<file path="src/rtl/mem_arbiter_pkg.sv">
// Shared definitions for the program/data RAM arbiter: RAM geometry, rw polarity
// and the ownership state encoding.
package mem_arbiter_pkg;

    localparam int RAM_AW = 9;
    localparam int RAM_DW = 12;

    localparam logic RD = 1'b1;
    localparam logic WR = 1'b0;

    typedef enum logic [1:0] {
        FREE = 2'd0,
        OWN0 = 2'd1,
        OWN1 = 2'd2
    } own_state_t;

    function automatic logic rw_of(input logic we);
        return we ? WR : RD;
    endfunction

endpackage

</file>
<file path="src/rtl/mem_arbiter_if.sv">
// Bus bundle between the two requesters, the arbiter and the single-port RAM.
interface mem_arbiter_if
    import mem_arbiter_pkg::*;
#(
    parameter int AW = RAM_AW,
    parameter int DW = RAM_DW
);
    logic          req0;
    logic          we0;
    logic          lock0;
    logic [AW-1:0] addr0;
    logic [DW-1:0] wdata0;
    logic          gnt0;
    logic          rvalid0;

    logic          req1;
    logic          we1;
    logic          lock1;
    logic [AW-1:0] addr1;
    logic [DW-1:0] wdata1;
    logic          gnt1;
    logic          rvalid1;

    logic [DW-1:0] rdata;
    logic [AW-1:0] mem_addr;
    logic          mem_rw;
    logic [DW-1:0] mem_din;
    logic [DW-1:0] mem_dout;

    modport slave (
        input  req0, we0, lock0, addr0, wdata0,
        input  req1, we1, lock1, addr1, wdata1,
        input  mem_dout,
        output gnt0, rvalid0, gnt1, rvalid1,
        output rdata, mem_addr, mem_rw, mem_din
    );

    modport master (
        output req0, we0, lock0, addr0, wdata0,
        output req1, we1, lock1, addr1, wdata1,
        output mem_dout,
        input  gnt0, rvalid0, gnt1, rvalid1,
        input  rdata, mem_addr, mem_rw, mem_din
    );

endinterface

</file>
<file path="src/rtl/mem_arbiter_rr_pick.sv">
// Two-input winner picker: round-robin on last_grant, or port 0 priority with a
// forced override for port 1. Returns a one-hot (or empty) winner vector.
module rr_pick (
    input  logic [1:0] req,
    input  logic       last_grant,
    input  logic       force1,
    input  logic       fixed_mode,
    output logic [1:0] win
);

    always_comb begin
        win = req;
        if (req == 2'b11) begin
            if (fixed_mode) begin
                win = force1 ? 2'b10 : 2'b01;
            end else begin
                win = last_grant ? 2'b01 : 2'b10;
            end
        end
    end

endmodule

</file>
<file path="src/rtl/mem_arbiter.sv">
// Two-port arbiter in front of the single-port program/data RAM: one access per
// cycle, locked sequences, 1-cycle read valid, optional starvation-guarded priority.
module mem_arbiter
    import mem_arbiter_pkg::*;
#(
    parameter int AW         = RAM_AW,
    parameter int DW         = RAM_DW,
    parameter int FIXED_PRIO = 0,
    parameter int STARVE_MAX = 8
) (
    input  logic          clk,
    input  logic          rstn,
    mem_arbiter_if.slave  bus
);

    localparam logic [7:0] STARVE_LIM = 8'(STARVE_MAX);

    own_state_t    state;
    logic          last_grant;
    logic [7:0]    starve_cnt;
    logic          rvalid0_q;
    logic          rvalid1_q;
    logic [1:0]    eligible;
    logic [1:0]    win;
    logic          force1;
    logic [AW-1:0] sel_addr;
    logic          sel_rw;
    logic [DW-1:0] sel_din;

    // An owned RAM hides the other port from the picker; reset hides both.
    always_comb begin
        eligible = 2'b00;
        if (rstn) begin
            case (state)
                FREE:    eligible = {bus.req1, bus.req0};
                OWN0:    eligible = {1'b0, bus.req0};
                OWN1:    eligible = {bus.req1, 1'b0};
                default: eligible = 2'b00;
            endcase
        end
    end

    assign force1 = (state == FREE) && (starve_cnt == STARVE_LIM);

    rr_pick u_pick (
        .req        (eligible),
        .last_grant (last_grant),
        .force1     (force1),
        .fixed_mode (FIXED_PRIO != 0),
        .win        (win)
    );

    always_comb begin
        sel_addr = bus.addr0;
        sel_rw   = RD;
        sel_din  = '0;
        if (win[1]) begin
            sel_addr = bus.addr1;
            sel_rw   = rw_of(bus.we1);
            sel_din  = bus.wdata1;
        end else if (win[0]) begin
            sel_addr = bus.addr0;
            sel_rw   = rw_of(bus.we0);
            sel_din  = bus.wdata0;
        end
    end

    assign bus.gnt0     = win[0];
    assign bus.gnt1     = win[1];
    assign bus.mem_addr = sel_addr;
    assign bus.mem_rw   = sel_rw;
    assign bus.mem_din  = sel_din;
    assign bus.rdata    = bus.mem_dout;

    // Gating with rstn drops a read valid that would land in a reset cycle.
    assign bus.rvalid0 = rvalid0_q & rstn;
    assign bus.rvalid1 = rvalid1_q & rstn;

    always_ff @(posedge clk) begin
        if (!rstn) begin
            state      <= FREE;
            last_grant <= 1'b1;
            starve_cnt <= '0;
            rvalid0_q  <= 1'b0;
            rvalid1_q  <= 1'b0;
        end else begin
            rvalid0_q <= win[0] && !bus.we0;
            rvalid1_q <= win[1] && !bus.we1;
            if (|win) begin
                last_grant <= win[1];
            end
            // Saturating at the limit keeps the override armed through an OWN0 stretch.
            if (!bus.req1 || win[1]) begin
                starve_cnt <= '0;
            end else if (starve_cnt != STARVE_LIM) begin
                starve_cnt <= starve_cnt + 8'd1;
            end
            case (state)
                FREE: begin
                    if (win[0] && bus.lock0) begin
                        state <= OWN0;
                    end else if (win[1] && bus.lock1) begin
                        state <= OWN1;
                    end
                end
                OWN0: begin
                    if (!bus.lock0 && (win[0] || !bus.req0)) begin
                        state <= FREE;
                    end
                end
                OWN1: begin
                    if (!bus.lock1 && (win[1] || !bus.req1)) begin
                        state <= FREE;
                    end
                end
                default: state <= FREE;
            endcase
        end
    end

endmodule

</file>
<file path="src/flat_wrapper.sv">
// flat-port wrapper written by rule: the top's interface ports become plain ports
module mem_arbiter_flat import mem_arbiter_pkg::*;
#(
    parameter int AW         = RAM_AW,
    parameter int DW         = RAM_DW,
    parameter int FIXED_PRIO = 0,
    parameter int STARVE_MAX = 8
)
  (clk, rstn, bus_req0, bus_we0, bus_lock0, bus_addr0, bus_wdata0, bus_req1, bus_we1, bus_lock1, bus_addr1, bus_wdata1, bus_mem_dout, bus_gnt0, bus_rvalid0, bus_gnt1, bus_rvalid1, bus_rdata, bus_mem_addr, bus_mem_rw, bus_mem_din);
  mem_arbiter_if #(.AW(AW), .DW(DW)) bus_i ();
  input  logic clk;
  input  logic rstn;
  input wire logic [$bits(bus_i.req0)-1:0] bus_req0;
  input wire logic [$bits(bus_i.we0)-1:0] bus_we0;
  input wire logic [$bits(bus_i.lock0)-1:0] bus_lock0;
  input wire logic [$bits(bus_i.addr0)-1:0] bus_addr0;
  input wire logic [$bits(bus_i.wdata0)-1:0] bus_wdata0;
  input wire logic [$bits(bus_i.req1)-1:0] bus_req1;
  input wire logic [$bits(bus_i.we1)-1:0] bus_we1;
  input wire logic [$bits(bus_i.lock1)-1:0] bus_lock1;
  input wire logic [$bits(bus_i.addr1)-1:0] bus_addr1;
  input wire logic [$bits(bus_i.wdata1)-1:0] bus_wdata1;
  input wire logic [$bits(bus_i.mem_dout)-1:0] bus_mem_dout;
  output wire logic [$bits(bus_i.gnt0)-1:0] bus_gnt0;
  output wire logic [$bits(bus_i.rvalid0)-1:0] bus_rvalid0;
  output wire logic [$bits(bus_i.gnt1)-1:0] bus_gnt1;
  output wire logic [$bits(bus_i.rvalid1)-1:0] bus_rvalid1;
  output wire logic [$bits(bus_i.rdata)-1:0] bus_rdata;
  output wire logic [$bits(bus_i.mem_addr)-1:0] bus_mem_addr;
  output wire logic [$bits(bus_i.mem_rw)-1:0] bus_mem_rw;
  output wire logic [$bits(bus_i.mem_din)-1:0] bus_mem_din;
  assign bus_i.req0 = bus_req0;
  assign bus_i.we0 = bus_we0;
  assign bus_i.lock0 = bus_lock0;
  assign bus_i.addr0 = bus_addr0;
  assign bus_i.wdata0 = bus_wdata0;
  assign bus_i.req1 = bus_req1;
  assign bus_i.we1 = bus_we1;
  assign bus_i.lock1 = bus_lock1;
  assign bus_i.addr1 = bus_addr1;
  assign bus_i.wdata1 = bus_wdata1;
  assign bus_i.mem_dout = bus_mem_dout;
  assign bus_gnt0 = bus_i.gnt0;
  assign bus_rvalid0 = bus_i.rvalid0;
  assign bus_gnt1 = bus_i.gnt1;
  assign bus_rvalid1 = bus_i.rvalid1;
  assign bus_rdata = bus_i.rdata;
  assign bus_mem_addr = bus_i.mem_addr;
  assign bus_mem_rw = bus_i.mem_rw;
  assign bus_mem_din = bus_i.mem_din;
  mem_arbiter #(.AW(AW), .DW(DW), .FIXED_PRIO(FIXED_PRIO), .STARVE_MAX(STARVE_MAX)) u_core (.clk(clk), .rstn(rstn), .bus(bus_i));
endmodule
</file>
<file path="config.mk">
export PLATFORM = sky130hd
export DESIGN_NAME = mem_arbiter_flat
export DESIGN_NICKNAME = d
export VERILOG_FILES = /design/src/rtl/mem_arbiter_pkg.sv /design/src/rtl/mem_arbiter_if.sv /design/src/rtl/mem_arbiter_rr_pick.sv /design/src/rtl/mem_arbiter.sv /design/src/flat_wrapper.sv
export SDC_FILE = /design/constraint.sdc
export NUM_CORES = 1
export LEC_CHECK = 0
export BUFFER_PORTS_ARGS = -buffer_cell sky130_fd_sc_hd__buf_2
export CAP_MARGIN = 20
export CORE_MARGIN = 2
export CORE_UTILIZATION = 24
export DETAILED_ROUTE_END_ITERATION = 10
export PLACE_DENSITY = 0.75
export SLEW_MARGIN = 10
export SYNTH_ARGS = -nofsm -noshare
export SYNTH_HDL_FRONTEND = slang
export SYNTH_SLANG_ARGS = --single-unit
export TNS_END_PERCENT = 50
</file>
<file path="constraint.sdc">
create_clock -name clk -period 1.3 [get_ports clk]
set_clock_uncertainty 0.1 [all_clocks]
set_input_delay 0.065 -clock clk [delete_from_list [all_inputs] [get_ports clk]]
set_output_delay 0.065 -clock clk [all_outputs]
set_load 0.02 [all_outputs]
</file>
==> results list <==
* CP max stage delay: roughly 330 ps
- The tool flagged a number of max-cap violations equal to 0.
* Via count: around 800
- Headroom to the max-slew limit came out at between 80 and 90%.
* Most used standard cell by instance count after synthesis: buf_4
* Post-route non-filler standard cell count: ~170
* Most frequent cells after synthesis: buf_4, a22o_1, dfxtp_1, mux2_4
- N_diodes: 0
* Final Hold Viols: 0
* Per-cell routed wire length: between 10 and 15 um
- The floorplan step defined a die boundary enclosing between 2000 and 3000 um^2.
- Setup violations remaining at the end of the flow were counted as 26.
* I/O pin cnt: 100
* Synth area leaders: a22o_1, dfxtp_1, buf_4
- Critical path cell sequence: nor2b_4 > and3_4 > buf_12 > mux2_4 > buf_6
- Setup slack on the critical path of the routed design comes to -396 ps.
- Distinct cells, synth: 22
- Setup repair after global routing could not meet its margin everywhere.
- In this run the standard cell core region covers 2250 um^2.
- The worst setup path is launched from a flip-flop.
* Chip height: ~53 um
- Counting both buffers and inverters, the worst setup path holds a total of 2.
- For this run, the number of Yosys warnings is 0.
- For the worst setup path, the data required time is ~1100 ps.
- Number of H-tree branching levels: 1
* Reg clk slew, reported paths: about 50 ps
* Area Growth Syn to Fin: 123%
* Detailed Route Iter0 Violations: 1
- Routability-driven placement congestion ratio: a little under 0.7
- The final reports fail on negative setup slack.
- Number of design rule violations left after detail routing: 0
- Peak supply drop: roughly 0.00035 V
- Hold is met by between 20 and 30 ps.
* Syn nets: between 100 and 150
* Placed Area: 1020 um^2
- Global-route wire length before repair: about 3100 um
- The initialized floorplan defines 17 standard-cell rows.
- Adding up every negative setup slack in the final design gives -8860 ps.
- TritonCTS built the clock tree.
- The tree is rooted in a clkbuf_4.
- Sequential-to-total area share from yosys stat: 17.1%
- At the pin with the least slew margin, the transition time is 218 ps.
- CTS saw 5 sinks.
- Cell taking the most area after synthesis: a22o_1
- Final standard cell area without fillers: 1300 um^2
* Fin crit share: 130%
- Share of synthesized registers carrying an async set or reset: 0%
* Slowest cell on the critical path: dfxtp_2
* Classification of the worst setup path: reg2out
- Synthesis produced a netlist whose cell count is 64.
* Layout cell share with drive strength beyond 1: between 70% and 80%
- Number of antenna-violating nets in the routed design: 0
- TritonCTS Buffers: 3
- From left edge to right edge, the die measures 53.4 um.
- The most used flip-flop cell after synthesis is dfxtp_1.
- Initial antenna violation count: 0
- Worst endpoint data arrival time: between 1500 and 2000 ps
* GRT Resource Usage Total: between 10% and 20%
* Clk Latency, worst-skew pair: around 250 ps
- The tightest min-delay check is of the in2reg type.
* Power density over the cells: ~650 nW/um^2
* Maximum count of clock buffers along a single path: 2
* Maximum fanout encountered on the critical timing path: 7
- After detailed routing, the number of vias per cell comes to 4.59.
- Number of buffers added on ports: 75
* Worst setup slack before clock tree synthesis: -182 ps
- Summed over all nets, the half-perimeter wirelength after detailed placement is around 1700 um.
- Shortest clock period the worst path allows after layout: roughly 1700 ps
- Leakage power total: between 0.7 and 0.8 nW
- Dominant delay contributor by cell family on the critical path: simple AND/OR/NAND/NOR gates
* Cell area after technology mapping: 586 um^2
- In this run the mean area of a mapped cell was 9.15 um^2.
- Starting Density: between 20% and 30%
- After detailed routing, the total wire length is between 2000 and 2500 um.
- In this run, synthesis produced a sequential element count of 5.
* Number of pins exceeding their max-slew limit in the final report: 0
- Fmax: between 0.5 and 0.6 GHz
* Instance count after placement with tap cells included: ~160
* Count of nets after finishing: about 210
- After global routing the overflow that remains totals 0.
- STA classifies the critical path endpoint as an output port.
- The number of global-route vias before repair came to between 700 and 800.
- Maximum number of pins on one net before global-route repair: 11
- In this run, synthesis inferred 0 flip-flops with an integrated enable.
* Status: complete, but fails checks
* Area share of the largest cell type after synthesis: between 15 and 20%
- For this run, the detailed router's first-pass iteration total came to 2.
-- area by class of cell --
| cell class | count | area [um^2] |
|---|---|---|
| Fill cell | 196 | 951 |
| Sequential cell | 5 | 103 |
| Clock buffer | 4 | 26.3 |
| Inverter | 2 | 7.51 |
| Timing Repair Buffer | 94 | 699 |
| Multi-Input combinational cell | 41 | 433 |
| Tap cell | 28 | 35.0 |
-- power breakdown --
part	switching [W]	internal [W]
combinational	0.000208	0.000286
sequential	0.00000429	0.000162
clock	0.0000714	0.000117
total	0.000284	0.000565
-- cell usage in the layout (no fill, tap or decap) --
cell type | synthesis | routed
a22o_1 | 12 | 7
o21ai_0 | 1 | 1
nor2b_1 | 2 | 1
nor3_1 | 1 | 1
buf_12 | 1 | 1
buf_4 | 13 | 16
buf_6 | 1 | 21
dlygate4sd3_1 | 0 | 4
mux2i_4 | 0 | 1
dfxtp_1 | 5 | 3
o21a_1 | 1 | 1
clkbuf_1 | 0 | 1
a22o_4 | 0 | 5
inv_1 | 2 | 2
mux2_4 | 5 | 9
buf_2 | 1 | 51
a21oi_2 | 1 | 1
nor2b_4 | 0 | 2
buf_16 | 0 | 1
and3_4 | 0 | 1
nand3b_1 | 2 | 2
nor2_1 | 2 | 2
and2_1 | 2 | 2
clkbuf_4 | 0 | 3
a21oi_1 | 1 | 1
nand2_1 | 4 | 4
dfxtp_2 | 0 | 2
-- state kept, by name (all words and copies together) (netlist names) --
| register | flops |
|---|---|
| u_core.state | 2 |
| u_core.rvalid0_q | 1 |
| u_core.rvalid1_q | 1 |
| u_core.last_grant | 1 |
-- timing repair --
item                                   CTS  global route
endpoints found under the hold margin    4             0
setup buffers                            0             2
resized for setup                       43            12
pin swaps                                1             5
gates cloned                             1             1
setup endpoints to repair               26            26
hold buffers                             4             0
-- routing by layer --
layer | GRT usage (%) | vias up | wire length, um
met3 | 2.54 | 8 | 238
met5 | 0 | - | 0
met2 | 31.7 | 47 | 1440
met4 | 7.69 | 0 | 40
met1 | 12.6 | 361 | 767
li1 | - | 382 | -
-- worst paths after layout --
kind,from,end,slack (ps),cells after the start
worst min-delay path,bus_lock0,u_core.state[0]$_SDFFE_PN0P_,30,4
worst max register to register,u_core.state[1]$_SDFFE_PN0P_,u_core.rvalid0_q$_SDFF_PN0_,-160,7
worst max-delay path,u_core.state[0]$_SDFFE_PN0P_,bus_mem_addr[8],-400,5
worst min register to register,u_core.state[0]$_SDFFE_PN0P_,u_core.state[1]$_SDFFE_PN0P_,460,2
-- kinds of logic after synthesis --
group	after synthesis	synth area share (%)
AOI/OAI and AO/OA	16	22.4
buffers and inverters	18	24.1
DFF	5	17.1
muxes	10	22.2
and+or+nand+nor	15	14.1
-- worst reg2reg max path, stage by stage, from the launching register on --
cell and delay [ps]:
dfxtp_2 320, buf_6 110, nand3b_1 200, a21oi_2 210, buf_4 180, buf_4 110, buf_6 80, nor2b_4 110
-- metrics by stage --
stage	util (%)	power (W)
2_1_floorplan	-	0.000439
3_3_place_gp	45.1	0.000534
3_5_place_dp	45.1	0.000543
4_1_cts	55.2	0.000818
5_1_grt	57.8	0.000891
6_report	57.8	0.000849
No activity file was read; power rests on OpenSTA's default activity.
